===== src/rtl/prog_loader_pkg.sv =====
// Shared types and frame constants for the serial program loader.
// Holds the loader/receiver state encodings and the on-the-wire byte order.
package prog_loader_pkg;

  typedef enum logic [3:0] {
    S_IDLE,
    S_LEN_HI,
    S_LEN_LO,
    S_DATA_HI,
    S_DATA_LO,
    S_WRITE,
    S_CHECK,
    S_DONE,
    S_ERROR
  } ld_state_e;

  typedef enum logic [1:0] {
    RX_IDLE,
    RX_START,
    RX_DATA,
    RX_STOP
  } rx_state_e;

  localparam logic [7:0] FRAME_HEADER = 8'hA5;

  // Length and data words travel most-significant byte first.
  localparam int MSB_FIRST = 1;

  function automatic logic [15:0] be16(input logic [7:0] first, input logic [7:0] second);
    return (MSB_FIRST != 0) ? {first, second} : {second, first};
  endfunction

endpackage


===== src/rtl/prog_loader_uart_rx.sv =====
// UART byte receiver: 2-flop synchronizer, half-bit start re-check, mid-bit sampling, LSB first.
// rx_valid_o pulses one cycle after the stop-bit sample; no backpressure, a byte is dropped if unused.
module uart_rx
  import prog_loader_pkg::*;
#(
  parameter int CLKS_PER_BIT = 174
) (
  input  logic       clk_i,
  input  logic       rst_i,
  input  logic       rxd_i,
  output logic       rx_valid_o,
  output logic [7:0] rx_data_o,
  output logic       rx_ferr_o
);

  localparam int CW = $clog2(CLKS_PER_BIT);
  localparam logic [CW-1:0] FULL = CW'(CLKS_PER_BIT - 1);
  localparam logic [CW-1:0] HALF = CW'(CLKS_PER_BIT / 2 - 1);

  rx_state_e   state_q, state_d;
  logic [2:0]  sync_q;
  logic [CW-1:0] cnt_q, cnt_d;
  logic [2:0]  bit_q, bit_d;
  logic [7:0]  sh_q, sh_d;
  logic        valid_q, valid_d;
  logic [7:0]  data_q, data_d;
  logic        ferr_q, ferr_d;
  logic        line, line_prev;

  // sync_q[1] is the synchronized line; sync_q[2] is its previous value for edge detect.
  assign line      = sync_q[1];
  assign line_prev = sync_q[2];

  always_ff @(posedge clk_i or posedge rst_i) begin
    if (rst_i) begin
      sync_q  <= '1;
      state_q <= RX_IDLE;
      cnt_q   <= '0;
      bit_q   <= '0;
      sh_q    <= '0;
      valid_q <= 1'b0;
      data_q  <= '0;
      ferr_q  <= 1'b0;
    end else begin
      sync_q  <= {sync_q[1:0], rxd_i};
      state_q <= state_d;
      cnt_q   <= cnt_d;
      bit_q   <= bit_d;
      sh_q    <= sh_d;
      valid_q <= valid_d;
      data_q  <= data_d;
      ferr_q  <= ferr_d;
    end
  end

  always_comb begin
    state_d = state_q;
    cnt_d   = cnt_q + CW'(1);
    bit_d   = bit_q;
    sh_d    = sh_q;
    valid_d = 1'b0;
    data_d  = data_q;
    ferr_d  = ferr_q;
    case (state_q)
      RX_IDLE: begin
        cnt_d = '0;
        if (line_prev && !line) state_d = RX_START;
      end
      RX_START: begin
        if (cnt_q == HALF) begin
          cnt_d   = '0;
          bit_d   = '0;
          state_d = line ? RX_IDLE : RX_DATA;
        end
      end
      RX_DATA: begin
        if (cnt_q == FULL) begin
          cnt_d = '0;
          sh_d  = {line, sh_q[7:1]};
          bit_d = bit_q + 3'd1;
          if (bit_q == 3'd7) state_d = RX_STOP;
        end
      end
      RX_STOP: begin
        if (cnt_q == FULL) begin
          valid_d = 1'b1;
          data_d  = sh_q;
          ferr_d  = !line;
          state_d = RX_IDLE;
        end
      end
      default: state_d = RX_IDLE;
    endcase
  end

  assign rx_valid_o = valid_q;
  assign rx_data_o  = data_q;
  assign rx_ferr_o  = ferr_q;

endmodule


===== src/rtl/prog_loader.sv =====
// Frame loader: HEADER, LEN(2), N words (hi,lo), XOR checksum -> RAM writes from address 0.
// mem_wren fires the cycle after each low byte; no backpressure, RAM must accept every strobe.
module prog_loader
  import prog_loader_pkg::*;
#(
  parameter int          CLKS_PER_BIT   = 174,
  parameter int          ADDR_W         = 12,
  parameter int          TIMEOUT_CYCLES = 2_000_000,
  parameter logic [7:0]  HEADER         = FRAME_HEADER
) (
  input  logic              clk,
  input  logic              reset,
  input  logic              rxd,
  output logic [ADDR_W-1:0] mem_addr,
  output logic [15:0]       mem_data,
  output logic              mem_wren,
  output logic              cpu_hold,
  output logic              done,
  output logic              err,
  output logic [ADDR_W:0]   words_loaded
);

  localparam int TW = $clog2(TIMEOUT_CYCLES + 1);
  localparam logic [TW-1:0] TMO_LAST  = TW'(TIMEOUT_CYCLES - 1);
  localparam logic [16:0]   MAX_WORDS = 17'(2 ** ADDR_W);

  logic       rx_valid, rx_ferr;
  logic [7:0] rx_data;

  uart_rx #(.CLKS_PER_BIT(CLKS_PER_BIT)) u_rx (
    .clk_i      (clk),
    .rst_i      (reset),
    .rxd_i      (rxd),
    .rx_valid_o (rx_valid),
    .rx_data_o  (rx_data),
    .rx_ferr_o  (rx_ferr)
  );

  ld_state_e         state_q, state_d;
  logic [ADDR_W:0]   wl_q, wl_d;
  logic [7:0]        len_hi_q, len_hi_d;
  logic [15:0]       len_q, len_d;
  logic [7:0]        hi_q, hi_d;
  logic [7:0]        chk_q, chk_d;
  logic [ADDR_W-1:0] waddr_q, waddr_d;
  logic [15:0]       wdata_q, wdata_d;
  logic [TW-1:0]     tmo_q, tmo_d;
  logic              hold_q, hold_d, done_q, done_d, err_q, err_d;
  logic              in_frame;
  logic [ADDR_W:0]   wl_inc;
  logic [15:0]       n_rx;

  assign in_frame = (state_q inside {S_LEN_HI, S_LEN_LO, S_DATA_HI, S_DATA_LO, S_WRITE, S_CHECK});
  assign wl_inc   = wl_q + (ADDR_W + 1)'(1);
  assign n_rx     = be16(len_hi_q, rx_data);

  always_ff @(posedge clk or posedge reset) begin
    if (reset) begin
      state_q  <= S_IDLE;
      wl_q     <= '0;
      len_hi_q <= '0;
      len_q    <= '0;
      hi_q     <= '0;
      chk_q    <= '0;
      waddr_q  <= '0;
      wdata_q  <= '0;
      tmo_q    <= '0;
      hold_q   <= 1'b0;
      done_q   <= 1'b0;
      err_q    <= 1'b0;
    end else begin
      state_q  <= state_d;
      wl_q     <= wl_d;
      len_hi_q <= len_hi_d;
      len_q    <= len_d;
      hi_q     <= hi_d;
      chk_q    <= chk_d;
      waddr_q  <= waddr_d;
      wdata_q  <= wdata_d;
      tmo_q    <= tmo_d;
      hold_q   <= hold_d;
      done_q   <= done_d;
      err_q    <= err_d;
    end
  end

  always_comb begin
    state_d  = state_q;
    wl_d     = wl_q;
    len_hi_d = len_hi_q;
    len_d    = len_q;
    hi_d     = hi_q;
    chk_d    = chk_q;
    waddr_d  = waddr_q;
    wdata_d  = wdata_q;
    tmo_d    = tmo_q;
    hold_d   = hold_q;
    done_d   = done_q;
    err_d    = err_q;
    if (in_frame) tmo_d = rx_valid ? '0 : tmo_q + TW'(1);
    case (state_q)
      S_IDLE, S_DONE, S_ERROR: begin
        if (rx_valid && !rx_ferr && rx_data == HEADER) begin
          state_d = S_LEN_HI;
          hold_d  = 1'b1;
          done_d  = 1'b0;
          err_d   = 1'b0;
          wl_d    = '0;
          chk_d   = '0;
          tmo_d   = '0;
        end
      end
      S_LEN_HI: if (rx_valid) begin
        len_hi_d = rx_data;
        state_d  = S_LEN_LO;
      end
      S_LEN_LO: if (rx_valid) begin
        len_d = n_rx;
        if (n_rx == 16'd0)                 state_d = S_CHECK;
        else if ({1'b0, n_rx} > MAX_WORDS) state_d = S_ERROR;
        else                               state_d = S_DATA_HI;
      end
      S_DATA_HI: if (rx_valid) begin
        hi_d    = rx_data;
        chk_d   = chk_q ^ rx_data;
        state_d = S_DATA_LO;
      end
      S_DATA_LO: if (rx_valid) begin
        chk_d   = chk_q ^ rx_data;
        wdata_d = be16(hi_q, rx_data);
        waddr_d = wl_q[ADDR_W-1:0];
        state_d = S_WRITE;
      end
      S_WRITE: begin
        wl_d    = wl_inc;
        state_d = (16'(wl_inc) == len_q) ? S_CHECK : S_DATA_HI;
      end
      S_CHECK: if (rx_valid) begin
        state_d = (rx_data == chk_q) ? S_DONE : S_ERROR;
      end
      default: state_d = S_IDLE;
    endcase
    // A received byte clears the timeout, so it always wins over a same-cycle expiry.
    if (in_frame && ((rx_valid && rx_ferr) || (!rx_valid && tmo_q == TMO_LAST)))
      state_d = S_ERROR;
    if (state_d == S_ERROR) begin
      err_d  = 1'b1;
      done_d = 1'b0;
      hold_d = 1'b1;
    end else if (state_d == S_DONE) begin
      done_d = 1'b1;
      hold_d = 1'b0;
    end
  end

  assign mem_wren     = (state_q == S_WRITE);
  assign mem_addr     = waddr_q;
  assign mem_data     = wdata_q;
  assign cpu_hold     = hold_q;
  assign done         = done_q;
  assign err          = err_q;
  assign words_loaded = wl_q;

endmodule


===== config.mk =====
export PLATFORM = sky130hd
export DESIGN_NAME = prog_loader
export DESIGN_NICKNAME = d
export VERILOG_FILES = /design/src/rtl/prog_loader_pkg.sv /design/src/rtl/prog_loader_uart_rx.sv /design/src/rtl/prog_loader.sv
export SDC_FILE = /design/constraint.sdc
export NUM_CORES = 1
export LEC_CHECK = 0
export ABC_AREA = 0
export BUFFER_PORTS_ARGS = -buffer_cell sky130_fd_sc_hd__buf_2
export CAP_MARGIN = 5
export CORE_ASPECT_RATIO = 1.25
export CORE_MARGIN = 4
export CORE_UTILIZATION = 61
export DETAILED_ROUTE_END_ITERATION = 8
export GPL_TIMING_DRIVEN = 0
export PLACE_DENSITY = 0.79
export SETUP_SLACK_MARGIN = 0.05
export SLEW_MARGIN = 5
export SYNTH_ARGS = -nofsm -noshare
export SYNTH_HDL_FRONTEND = slang
export SYNTH_HIERARCHICAL = 1
export SYNTH_SLANG_ARGS = --single-unit

===== constraint.sdc =====
create_clock -name clk -period 3.35 [get_ports clk]
set_clock_uncertainty 0.05 [all_clocks]
set_input_delay 0.1675 -clock clk [delete_from_list [all_inputs] [get_ports clk]]
set_output_delay 0.1675 -clock clk [all_outputs]
set_load 0.01 [all_outputs]

=== Word-level counts from Yosys, hierarchy flattened ===
Index checks and enable logic that the tools add are counted.

* RAM bits: 0
* Memories kept: 0
* Bits in latches: 0
* Register bits: 143
* Bits in read-only memories: 0

* Divide/modulo/power cells: 0
* Muxes and demuxes: 45
* $add $sub $neg: 4
* Reductions and logical operators: 35
* Shift-type cells: 0
* Bitwise gates (word level): 1
* Eq/ne operators: 27
* Multipliers: 0
* Magnitude comparators: 1

{| class="wikitable"
|+ Operator list
! cell !! count
|-
| $mux 21 || 4
|-
| $mux 4 || 10
|-
| $mux 8 || 4
|-
| $pmux 4 s7 || 1
|-
| $pmux 13 s2 || 1
|-
| $pmux 8 s3 || 1
|-
| $add 21x1->21 const B || 1
|-
| $eq 21x21->1 const B || 1
|-
| $eq 4x3->1 const B || 5
|-
| $reduce_and 2->1 || 9
|-
| $eq 13x16->1 || 1
|-
| $eq 8x8->1 const B || 2
|-
| $gt 16x13->1 const B || 1
|-
| $logic_not 16->1 || 1
|-
| $pmux 8 s2 || 1
|-
| $add 13x1->13 const B || 1
|-
| $mux 13 || 1
|-
| $mux 2 || 6
|-
| $ne 2x1->1 const B || 6
|-
| $mux 1 || 11
|-
| $reduce_bool 2->1 || 5
|-
| $mux 3 || 3
|-
| $add 8x1->8 const B || 1
|-
| $eq 4x2->1 const B || 2
|-
| 23 further kinds || 34
|}

=== Longest topological paths before layout ===
Gate-level depths: netlist (run 1).

* Depth in word-level cells: 9
* Gate-level depth with buffers: 9

=== Modules after synthesis ===
The synthesis (run 1) kept the hierarchy.

{| class="wikitable"
|+ By module, submodules not included
! module !! times used !! cells an instance !! area each (um^2) !! sequential area each (um^2)
|-
| prog_loader || 1 || 515 || 5459.0 || 2727.6
|-
| uart_rx || 1 || 122 || 1590.3 || 854.6
|}

=== Least setup slack after synthesis (run 1) ===
No wires, ideal clock.

* Path kind: register to register
* Start: register state_q[0] (netlist name)
* End: register tmo_q[19]
* Stages on the path, launching flop included: 9
* Setup slack: 0.957 ns
* Arrival time: 2.223 ns
* Required time: 3.180 ns
* Period minus slack after synthesis: 2.393 ns
* Path buffers: 2
* Cell sequence: dfrtp_1 > buf_6 > a31o_1 > or4_4 > or4_4 > buf_6 > nor3_4 > xnor2_1 > nor2_2

{| class="wikitable"
|+ RTL lines
! element !! line !! text
|-
| end signal, assigned || prog_loader.sv:80 || <nowiki>tmo_q <= tmo_d;</nowiki>
|-
| end, declared || prog_loader.sv:47 || <nowiki>logic [TW-1:0] tmo_q, tmo_d;</nowiki>
|}

==> run_results.csv, run 1 <==
group,metric,value,unit
route,num_vias,5093,
route,ant_nets,0,
critical_path,worst_path_most_repeated_cell,"clkbuf_1",
die,pin_count,48,
route,first_iter_violations,268,
die,die_w,104,um
placement,hpwl,10.4,mm
global_routing,grt_max_degree,69,
synth,synth_cells,637,
die,start_util,63.0,%
power,clkPwrFrac,50.2,%
clock_tree,cts_made_buffers,17,
clock_tree,clk_pin_slew,0.07,ns
timing,setup_viol,0,
critical_path,critical_path.max_stage_delay,0.55,ns
timing,maxSlewHeadroom,44.9,%
die,row_count,43,
placement,gp_congestion,0.879,
timing,fin_crit_sh,86.5,%
finish,drive_gt1_share,25.9,%
global_routing,grt_antenna_before_repair,0,
die,die_area,0.0134,sq mm
critical_path,crit_path_top_delay_cell,"clkbuf_1",
timing,fmax,0.345,GHz
die,coreArea,0.0112,sq mm
global_routing,grt_pass1_wl,25.4,mm
synth,syn-num-nets,647,
power,p_switching,0.957,mW
placement,dp_cells,820,
synth,ys_types,67,
clock_tree,cts_tree,"done",
critical_path,reg2regPathDepth,6,
synth,avgSynthCellArea,11.1,sq um
placement,place_ws,0.186,ns
synth,synthArstFlopShare,100,%
placement,io_buffers,47,
global_routing,grt_pass1_vias,5185,
power,pwr-share-comb,3.5,%
synth,synth_area,0.00705,sq mm
route,wl,15.3,mm
finish,layout.nets,716,
clock_tree,clock-root-buffer,"clkbuf_16",
clock_tree,clkLatencyLatePin,0.43,ns
clock_tree,numClockSinks,143,
finish,fin_cells,854,
critical_path,cp-end-kind,"flip-flop",
clock_tree,cts_max_level,4,
synth,synth_edf_count,0,
synth,ys.flop_type,"dfrtp_1",
power,leakagePower,4.08,nW
timing,worst_slack,0.454,ns
placement,placed_cell_area,0.00748,sq mm
run,cap_violations,0,
timing,report.final.slew_viol_count,0,
critical_path,r2r-start,"state_q[2]$_DFF_PP0_",
timing,rsz0062_at_grt,"no",
worst_hold_path,hold_path.class,"in -> async",
route,routedWlPerCell,17.9,um
global_routing,track_usage,23.7,%
outcome,status,"finished, final reports clean",
power,ir_drop,0.361,mV
timing,tightest_slew,0.821,ns
critical_path,reg2reg_to,"mem_data[13]$_DFFE_PP0P_",
route,viasPerCell,5.96,
power,power.density,481,mW/mm^2
timing,min_period,2.90,ns
power,power.internal,2.95,mW
synth,synth-seq-cells,143,
finish,design_area,0.00812,sq mm
route,first_pass_iters,5,
route,drcViolationCount,0,
critical_path,path_cells,"buf_2 -> nor2b_1 -> and3_1 -> clkbuf_1 -> clkbuf_1 -> mux2_2",
synth,synth_warnings,6,
finish,postLayoutCoreUtil,72.6,%
power,p_sw_share,24.5,%
critical_path,start_kind,"flip-flop",
finish,syn_to_final_growth,15.2,%
clock_tree,clk_path_buf_depth,2,
global_routing,grt_overflow_total,0,
critical_path,critPathRequiredTime,3.61,ns
critical_path,cp_data_arrival_time,3.16,ns
die,dieHeight,128,um
finish,num_antenna_cells,0,
critical_path,r2r_slack,0.45,ns
synth,synth_seq_area_share,50.8,%
critical_path,cp_max_fo,10,
timing,final_hold_viol_count,0,
critical_path,criticalPathCategory,"reg -> reg",
power,power_frac_seq,46.3,%
cells by family after synthesis:
| group | share of synthesized area (%) |
|---|---|
| AO/OA/AOI/OAI | 8.22 |
| XOR/XNOR | 6.73 |
| adder cells (fa/ha/maj) | 1.24 |
| buffers and inverters | 3.92 |
| flip-flops | 50.8 |
| multiplexers | 13.2 |
| AND/OR/NAND/NOR | 15.9 |
metal layers:
| layer | vias up | global-route usage, % | part of all wire, % |
|---|---|---|---|
| li1 | 2406 | - | - |
| met1 | 2532 | 29.7 | 43 |
| met2 | 131 | 40.9 | 51 |
| met3 | 24 | 5.49 | 4.4 |
| met4 | 0 | 7.90 | 1.5 |
| met5 | - | 0 | 0 |
state kept, by name, indices dropped and copies added (netlist names), 12 cells and up, named ones only:
signal and count:
tmo_q 21, words_loaded 13, mem_data 16, mem_addr 12, len_q 16
metrics by stage:
stage	TNS [ns]	total power, mW	hold WS (ns)
6_report	0	3.91	0.307
5_1_grt	0	4.05	0.315
4_1_cts	0	3.93	0.310
3_5_place_dp	0	1.98	0.219
3_3_place_gp	-92.61	1.97	0.226
2_1_floorplan	0	1.94	0.122
worst max-delay path by stage:
stage,startpoint,end,slack (ns),cells after the start
floorplan,reset,chk_q[0]$_DFFE_PP0P_,0.26,1
global placement,reset,mem_data[8]$_DFFE_PP0P_,-0.86,2
detailed placement,state_q[1]$_DFF_PP0_,words_loaded[3]$_DFFE_PP0P_,0.19,6
CTS,state_q[1]$_DFF_PP0_,words_loaded[3]$_DFFE_PP0P_,0.15,6
global route,state_q[2]$_DFF_PP0_,mem_data[13]$_DFFE_PP0P_,0.30,6
finish,state_q[2]$_DFF_PP0_,mem_data[13]$_DFFE_PP0P_,0.45,6
power by group through the flow:
stage / Sequential [mW] / Clock, mW / Combinational [mW]
2_1_floorplan: 1.83 / 0 / 0.107
3_3_place_gp: 1.84 / 0 / 0.125
3_5_place_dp: 1.84 / 0 / 0.138
4_1_cts: 1.81 / 1.98 / 0.140
5_1_grt: 1.82 / 2.07 / 0.162
6_report: 1.81 / 1.96 / 0.136
synthesized netlist by cell type, types with 4 or more instances:
| cell type | count | area [sq um] |
|---|---|---|
| a21oi_1 | 23 | 115 |
| buf_2 | 5 | 25.0 |
| nor4_1 | 9 | 56.3 |
| and3_1 | 10 | 62.6 |
| o21ai_0 | 23 | 115 |
| nand4b_1 | 4 | 35.0 |
| nand3_1 | 21 | 105 |
| nor3_1 | 11 | 55.1 |
| clkbuf_1 | 26 | 97.6 |
| o22ai_1 | 4 | 25.0 |
| xnor2_1 | 22 | 193 |
| o31ai_1 | 5 | 37.5 |
| inv_1 | 18 | 67.6 |
| nand4_1 | 12 | 75.1 |
| a31oi_1 | 9 | 56.3 |
| buf_6 | 5 | 56.3 |
| mux2_2 | 69 | 777 |
| buf_1 | 4 | 15.0 |
| mux2_4 | 7 | 105 |
| nand2b_1 | 4 | 25.0 |
| ha_1 | 7 | 87.6 |
| mux2i_1 | 5 | 50.1 |
| xor2_1 | 27 | 236 |
| nor2b_1 | 6 | 37.5 |
| dfrtp_1 | 140 | 3500 |
| nor2_1 | 40 | 150 |
| or3_1 | 8 | 50.1 |
| nand2_1 | 54 | 203 |
critical path: cells and delay by family, from the launching register on:
| family | cells | cell delay, ns |
|---|---|---|
| flops | 1 | 0.37 |
| simple gates | 2 | 0.69 |
| mux | 1 | 0.41 |
| buf+inv | 3 | 1.27 |
repair_timing:
action                                  CTS  global route
buffers inserted                          0             0
hold buffers                              2             0
hold endpoints to repair                 42             0
endpoints found under the setup margin    0             9
resized for setup                         0             1
cell type report:
type	instances	area (sq um)
timing repair buffer	50	283
multi-input combinational	434	3200
sequential	143	3580
fill	774	3070
clock inverter	15	185
buffer	42	209
clock buffer	17	425
inverter	18	70.1
tap	135	169
placed cells by master (no fill, tap or decap), types with 6 or more instances in the layout:
cell type	synthesis	layout
dfrtp_1	140	140
mux2_2	69	69
nand2_1	54	54
buf_2	5	52
nor2_1	40	40
xor2_1	27	27
clkbuf_1	26	26
o21ai_0	23	23
a21oi_1	23	23
xnor2_1	22	22
nand3_1	21	21
clkbuf_16	0	17
inv_1	18	16
nand4_1	12	12
nor3_1	11	11
and3_1	10	10
a31oi_1	9	9
nor4_1	9	9
or3_1	8	8
ha_1	7	7
mux2_4	7	7
nor2b_1	6	6
inv_8	0	6
inv_6	0	6
Power figures use the tool's default switching activity.
==> run 2: changes to the inputs <==
PLACE_DENSITY = not set   (was 0.79)
PLACE_DENSITY_LB_ADDON = 0.08   (was not set)
==> run_results.csv, run 2 (same netlist as run 1, synthesis figures left out) <==
group,metric,value,unit
critical_path,reg2regPathDepth,6,
route,routedWlPerCell,17.2,um
die,coreArea,0.0112,sq mm
finish,postLayoutCoreUtil,72.8,%
clock_tree,clk_path_buf_depth,2,
timing,setup_viol,0,
finish,final_common_cell,"dfrtp_1",
critical_path,r2r-start,"state_q[1]$_DFF_PP0_",
critical_path,cp-endpoint,"words_loaded[3]$_DFFE_PP0P_",
timing,fin_crit_sh,90.0,%
clock_tree,cts_max_level,4,
finish,num_antenna_cells,0,
global_routing,grt_overflow_total,0,
global_routing,track_usage,22.9,%
finish,largest_reg_flops,21,
finish,layout.nets,717,
global_routing,grt_pass1_wl,24.5,mm
clock_tree,clkLatencyLatePin,0.42,ns
placement,gp_congestion,0.842,
run,cap_violations,0,
clock_tree,cts_tree,"done",
clock_tree,clock-root-buffer,"clkbuf_16",
outcome,status,"finished, final reports clean",
critical_path,r2r_slack,0.33,ns
route,wl,14.7,mm
clock_tree,numClockSinks,143,
finish,design_area,0.00815,sq mm
die,die_w,104,um
route,ant_nets,0,
placement,io_buffers,47,
route,viasPerCell,5.93,
critical_path,path_cells,"nor3_1 -> a31oi_1 -> nor4_4 -> nor2_1 -> o21ai_0 -> o31ai_1",
critical_path,start_kind,"flip-flop",
critical_path,crit_path_top_delay_cell,"nor3_1",
power,power.density,479,mW/mm^2
critical_path,cp_data_arrival_time,3.25,ns
clock_tree,cts_made_buffers,17,
finish,layout_common_cells,"dfrtp_1 (140), mux2_2 (69), nand2_1 (54), buf_2 (52), nor2_1 (40)",
die,row_count,43,
timing,hold_ws,0.224,ns
critical_path,cp-end-kind,"flip-flop",
placement,dp_cells,820,
timing,report.final.slew_viol_count,0,
route,first_iter_violations,250,
power,ir_drop,0.508,mV
route,num_vias,5070,
global_routing,grt_pass1_vias,5010,
timing,fmax,0.331,GHz
die,pin_count,48,
power,total_power,3.90,mW
critical_path,critical_path.max_stage_delay,0.76,ns
timing,final_hold_viol_count,0,
clock_tree,clk_pin_slew,0.06,ns
critical_path,worstSetupPathDepth,6,
route,drcViolationCount,0,
finish,fin_cells,855,
placement,place_ws,0.0949,ns
die,dieHeight,128,um
placement,placed_cell_area,0.00748,sq mm
timing,tns,0,ns
placement,hpwl,9.92,mm
critical_path,cp_num_buf_inv,0,
critical_path,reg2reg_to,"words_loaded[3]$_DFFE_PP0P_",
power,leakagePower,4.08,nW
clock_tree,post_cts_buffers,0,
critical_path,cp_max_fo,10,
global_routing,grt_max_degree,59,
critical_path,criticalPathCategory,"reg -> reg",
timing,tightest_slew,0.918,ns
route,first_pass_iters,5,
finish,largest-register,"tmo_q",
critical_path,path_delay_family,"simple AND/OR/NAND/NOR gates",
finish,syn_to_final_growth,15.6,%
die,start_util,63.0,%
timing,worst_slack,0.333,ns
worst_hold_path,hold_path.class,"in -> async",
timing,maxSlewHeadroom,38.3,%
finish,drive_gt1_share,25.8,%
critical_path,critPathRequiredTime,3.58,ns
timing,min_period,3.02,ns
global_routing,grt_antenna_before_repair,0,
critical_path,crit_path_start,"state_q[1]$_DFF_PP0_",
timing,rsz0062_at_grt,"no",
die,die_area,0.0134,sq mm
[run 2: how the worst min path moves through the flow]
stage | cells past startpoint | to | startpoint
floorplan | 0 | u_rx/sync_q[0]$_DFF_PP1_ | rxd
global route | 3 | u_rx/rx_data_o[1]$_DFFE_PP0P_ | reset
detailed placement | 1 | u_rx/sync_q[0]$_DFF_PP1_ | rxd
CTS | 0 | u_rx/sync_q[1]$_DFF_PP1_ | u_rx/sync_q[0]$_DFF_PP1_
finish | 3 | u_rx/sh_q[0]$_DFFE_PP0P_ | reset
global placement | 1 | u_rx/sync_q[0]$_DFF_PP1_ | rxd
[run 2: power breakdown]
| group | switching (mW) | leakage, nW | total (mW) | internal [mW] |
|---|---|---|---|---|
| Clock | 0.813 | 0.302 | 1.95 | 1.14 |
| Combinational | 0.0831 | 1.80 | 0.141 | 0.0579 |
| Sequential | 0.0514 | 1.98 | 1.81 | 1.76 |
[run 2: layout make-up]
cell class / count / area [sq um]
plain buffers: 42 / 209
clock buffers: 17 / 425
clock inverters: 15 / 186
fillers: 796 / 3040
inverters: 18 / 70.1
multi-input cells: 434 / 3200
flip-flops and latches: 143 / 3580
well taps: 135 / 169
repair buffers: 51 / 310
[run 2: timing repair]
action                                 CTS  global route
endpoints found under the hold margin   52             0
hold buffers                             2             0
setup endpoints to repair                5             0
resized for setup                        1             0
[run 2: metal layers]
metal | part of all wire (%) | vias to the layer above | GRT usage [%]
met5 | 0 | - | 0
met4 | 1.4 | 0 | 7.82
met3 | 4.6 | 21 | 4.48
met2 | 50 | 136 | 39.1
met1 | 44 | 2510 | 29.4
li1 | - | 2403 | -
[run 2: worst reg2reg max path: stages, from the launching register on]
cell and delay, ns:
dfrtp_1 0.42, nor3_1 0.76, a31oi_1 0.18, nor4_4 0.76, nor2_1 0.38, o21ai_0 0.25
o31ai_1 0.10
==> run 3: changes to the inputs <==
PLACE_DENSITY = 0.78   (was not set)
PLACE_DENSITY_LB_ADDON = not set   (was 0.08)
==> run_results.csv, run 3 (same netlist as run 1, synthesis figures left out) <==
group,metric,value,unit
critical_path,reg2reg_to,"mem_addr[1]$_DFFE_PP0P_",
die,row_count,43,
worst_hold_path,hold_path.class,"in -> async",
critical_path,worst_path_most_repeated_cell,"clkbuf_1",
clock_tree,clk_path_buf_depth,2,
power,p_sw_share,24.9,%
critical_path,critical_path.max_stage_delay,0.53,ns
finish,final_common_cell,"dfrtp_1",
power,power.density,472,mW/mm^2
critical_path,cp-end-kind,"flip-flop",
placement,hpwl,10.1,mm
critical_path,cp_data_arrival_time,3.15,ns
global_routing,grt_pass1_wl,25.5,mm
finish,fillers,766,
global_routing,grt_pass1_vias,5178,
route,first_iter_violations,221,
timing,hold_ws,0.204,ns
run,cap_violations,0,
timing,tightest_slew,0.793,ns
placement,io_buffers,47,
die,die_w,104,um
finish,num_antenna_cells,0,
critical_path,r2r-start,"state_q[2]$_DFF_PP0_",
timing,maxSlewHeadroom,46.7,%
critical_path,cp_max_fo,10,
critical_path,reg2regPathDepth,6,
clock_tree,cts_made_buffers,17,
critical_path,crit_path_start,"state_q[2]$_DFF_PP0_",
outcome,status,"finished, final reports clean",
power,power_frac_seq,47.2,%
placement,gp_congestion,0.869,
clock_tree,cts_max_level,4,
power,pwr-share-comb,3.7,%
die,coreArea,0.0112,sq mm
die,pin_count,48,
die,die_area,0.0134,sq mm
critical_path,cp-endpoint,"mem_addr[1]$_DFFE_PP0P_",
clock_tree,clk_pin_slew,0.06,ns
finish,drive_gt1_share,25.8,%
critical_path,path_cells,"buf_2 -> nor2b_1 -> and3_1 -> clkbuf_1 -> clkbuf_1 -> mux2_2",
critical_path,criticalPathCategory,"reg -> reg",
timing,report.final.slew_viol_count,0,
power,ir_drop,0.438,mV
global_routing,grt_max_degree,66,
clock_tree,numClockSinks,143,
critical_path,r2r_slack,0.45,ns
route,first_pass_iters,5,
power,p_switching,0.955,mW
route,wl,14.9,mm
timing,fmax,0.345,GHz
timing,fin_crit_sh,86.5,%
power,total_power,3.84,mW
route,routedWlPerCell,17.4,um
global_routing,track_usage,23.8,%
finish,largest-register,"tmo_q",
die,start_util,63.0,%
clock_tree,post_cts_buffers,0,
power,leakagePower,4.07,nW
route,ant_nets,0,
timing,min_period,2.90,ns
power,clkPwrFrac,49.1,%
power,power.internal,2.88,mW
global_routing,grt_antenna_before_repair,0,
route,drcViolationCount,0,
finish,largest_reg_flops,21,
timing,final_hold_viol_count,0,
finish,syn_to_final_growth,15.4,%
critical_path,start_kind,"flip-flop",
clock_tree,clkLatencyLatePin,0.42,ns
route,num_vias,5072,
finish,layout_common_cells,"dfrtp_1 (140), mux2_2 (69), nand2_1 (54), buf_2 (52), nor2_1 (40)",
die,dieHeight,128,um
route,viasPerCell,5.93,
finish,layout.nets,717,
timing,setup_viol,0,
timing,rsz0062_at_grt,"no",
critical_path,crit_path_top_delay_cell,"clkbuf_1",
critical_path,critPathRequiredTime,3.61,ns
clock_tree,clock-root-buffer,"clkbuf_16",
global_routing,grt_overflow_total,0,
clock_tree,cts_tree,"done",
-- run 3: changes by cell type in the layout (fill, tap and decap cells not counted), sizes merged --
cell,previous run,this run
bufinv,2,1
clkinv,3,4
clkinvlp,0,1
inv,28,27
-- run 3: metal layers --
metal	global-route usage (%)	vias up	share of wire (%)
li1	-	2413	-
met1	30.2	2501	43
met2	39.8	122	50
met3	4.69	36	4.2
met4	11.0	0	2.3
met5	0	-	0
-- run 3: what timing repair did --
action / CTS / global route
resized for setup: 0 / 1
endpoints found under the hold margin: 45 / 0
setup endpoints to repair: 0 / 30
hold buffers: 2 / 0
-- run 3: area by class of cell --
| class | count | area, sq um | area share (%) |
|---|---|---|---|
| clock inverters | 15 | 168 | 2.06 |
| multi-input cells | 434 | 3200 | 39.3 |
| clock buffers | 17 | 425 | 5.23 |
| repair buffers | 51 | 310 | 3.82 |
| plain buffers | 42 | 209 | 2.57 |
| flip-flops and latches | 143 | 3580 | 44.0 |
| inverters | 18 | 70.1 | 0.862 |
| well taps | 135 | 169 | 2.08 |
-- run 3: power by group through the flow --
stage / combinational (mW) / sequential, mW / clock, mW
6_report: 0.141 / 1.81 / 1.88
5_1_grt: 0.164 / 1.82 / 2.00
4_1_cts: 0.140 / 1.81 / 1.92
3_5_place_dp: 0.140 / 1.84 / 0
3_3_place_gp: 0.125 / 1.84 / 0
2_1_floorplan: 0.107 / 1.83 / 0
-- run 3: through the flow --
step | TNS, ns | area [sq um] | setup slack (ns) | cells | utilization, %
2_1_floorplan | 0 | 7050 | 0.259 | 637 | -
3_3_place_gp | -90.14 | 7450 | -0.835 | 819 | 66.6
3_5_place_dp | 0 | 7480 | 0.153 | 820 | 66.9
4_1_cts | 0 | 8100 | 0.124 | 854 | 72.4
5_1_grt | 0 | 8130 | 0.220 | 855 | 72.7
6_report | 0 | 8130 | 0.451 | 855 | 72.7
-- run 3: worst min-delay path by stage --
stage	slack, ns	from	to	depth (start not counted)
detailed placement	0.22	rxd	u_rx/sync_q[0]$_DFF_PP1_	1
global placement	0.23	rxd	u_rx/sync_q[0]$_DFF_PP1_	1
global route	0.23	reset	u_rx/rx_valid_o$_DFF_PP0_	3
finish	0.20	reset	u_rx/cnt_q[2]$_DFF_PP0_	3
CTS	0.31	u_rx/sync_q[0]$_DFF_PP1_	u_rx/sync_q[1]$_DFF_PP1_	0
floorplan	0.12	rxd	u_rx/sync_q[0]$_DFF_PP1_	0
-- run 3: critical path, delay by kind of cell (launching register included) --
family | cells | cell delay (ns)
buffers and inverters | 3 | 1.27
DFF | 1 | 0.38
muxes | 1 | 0.41
and+or+nand+nor | 2 | 0.67
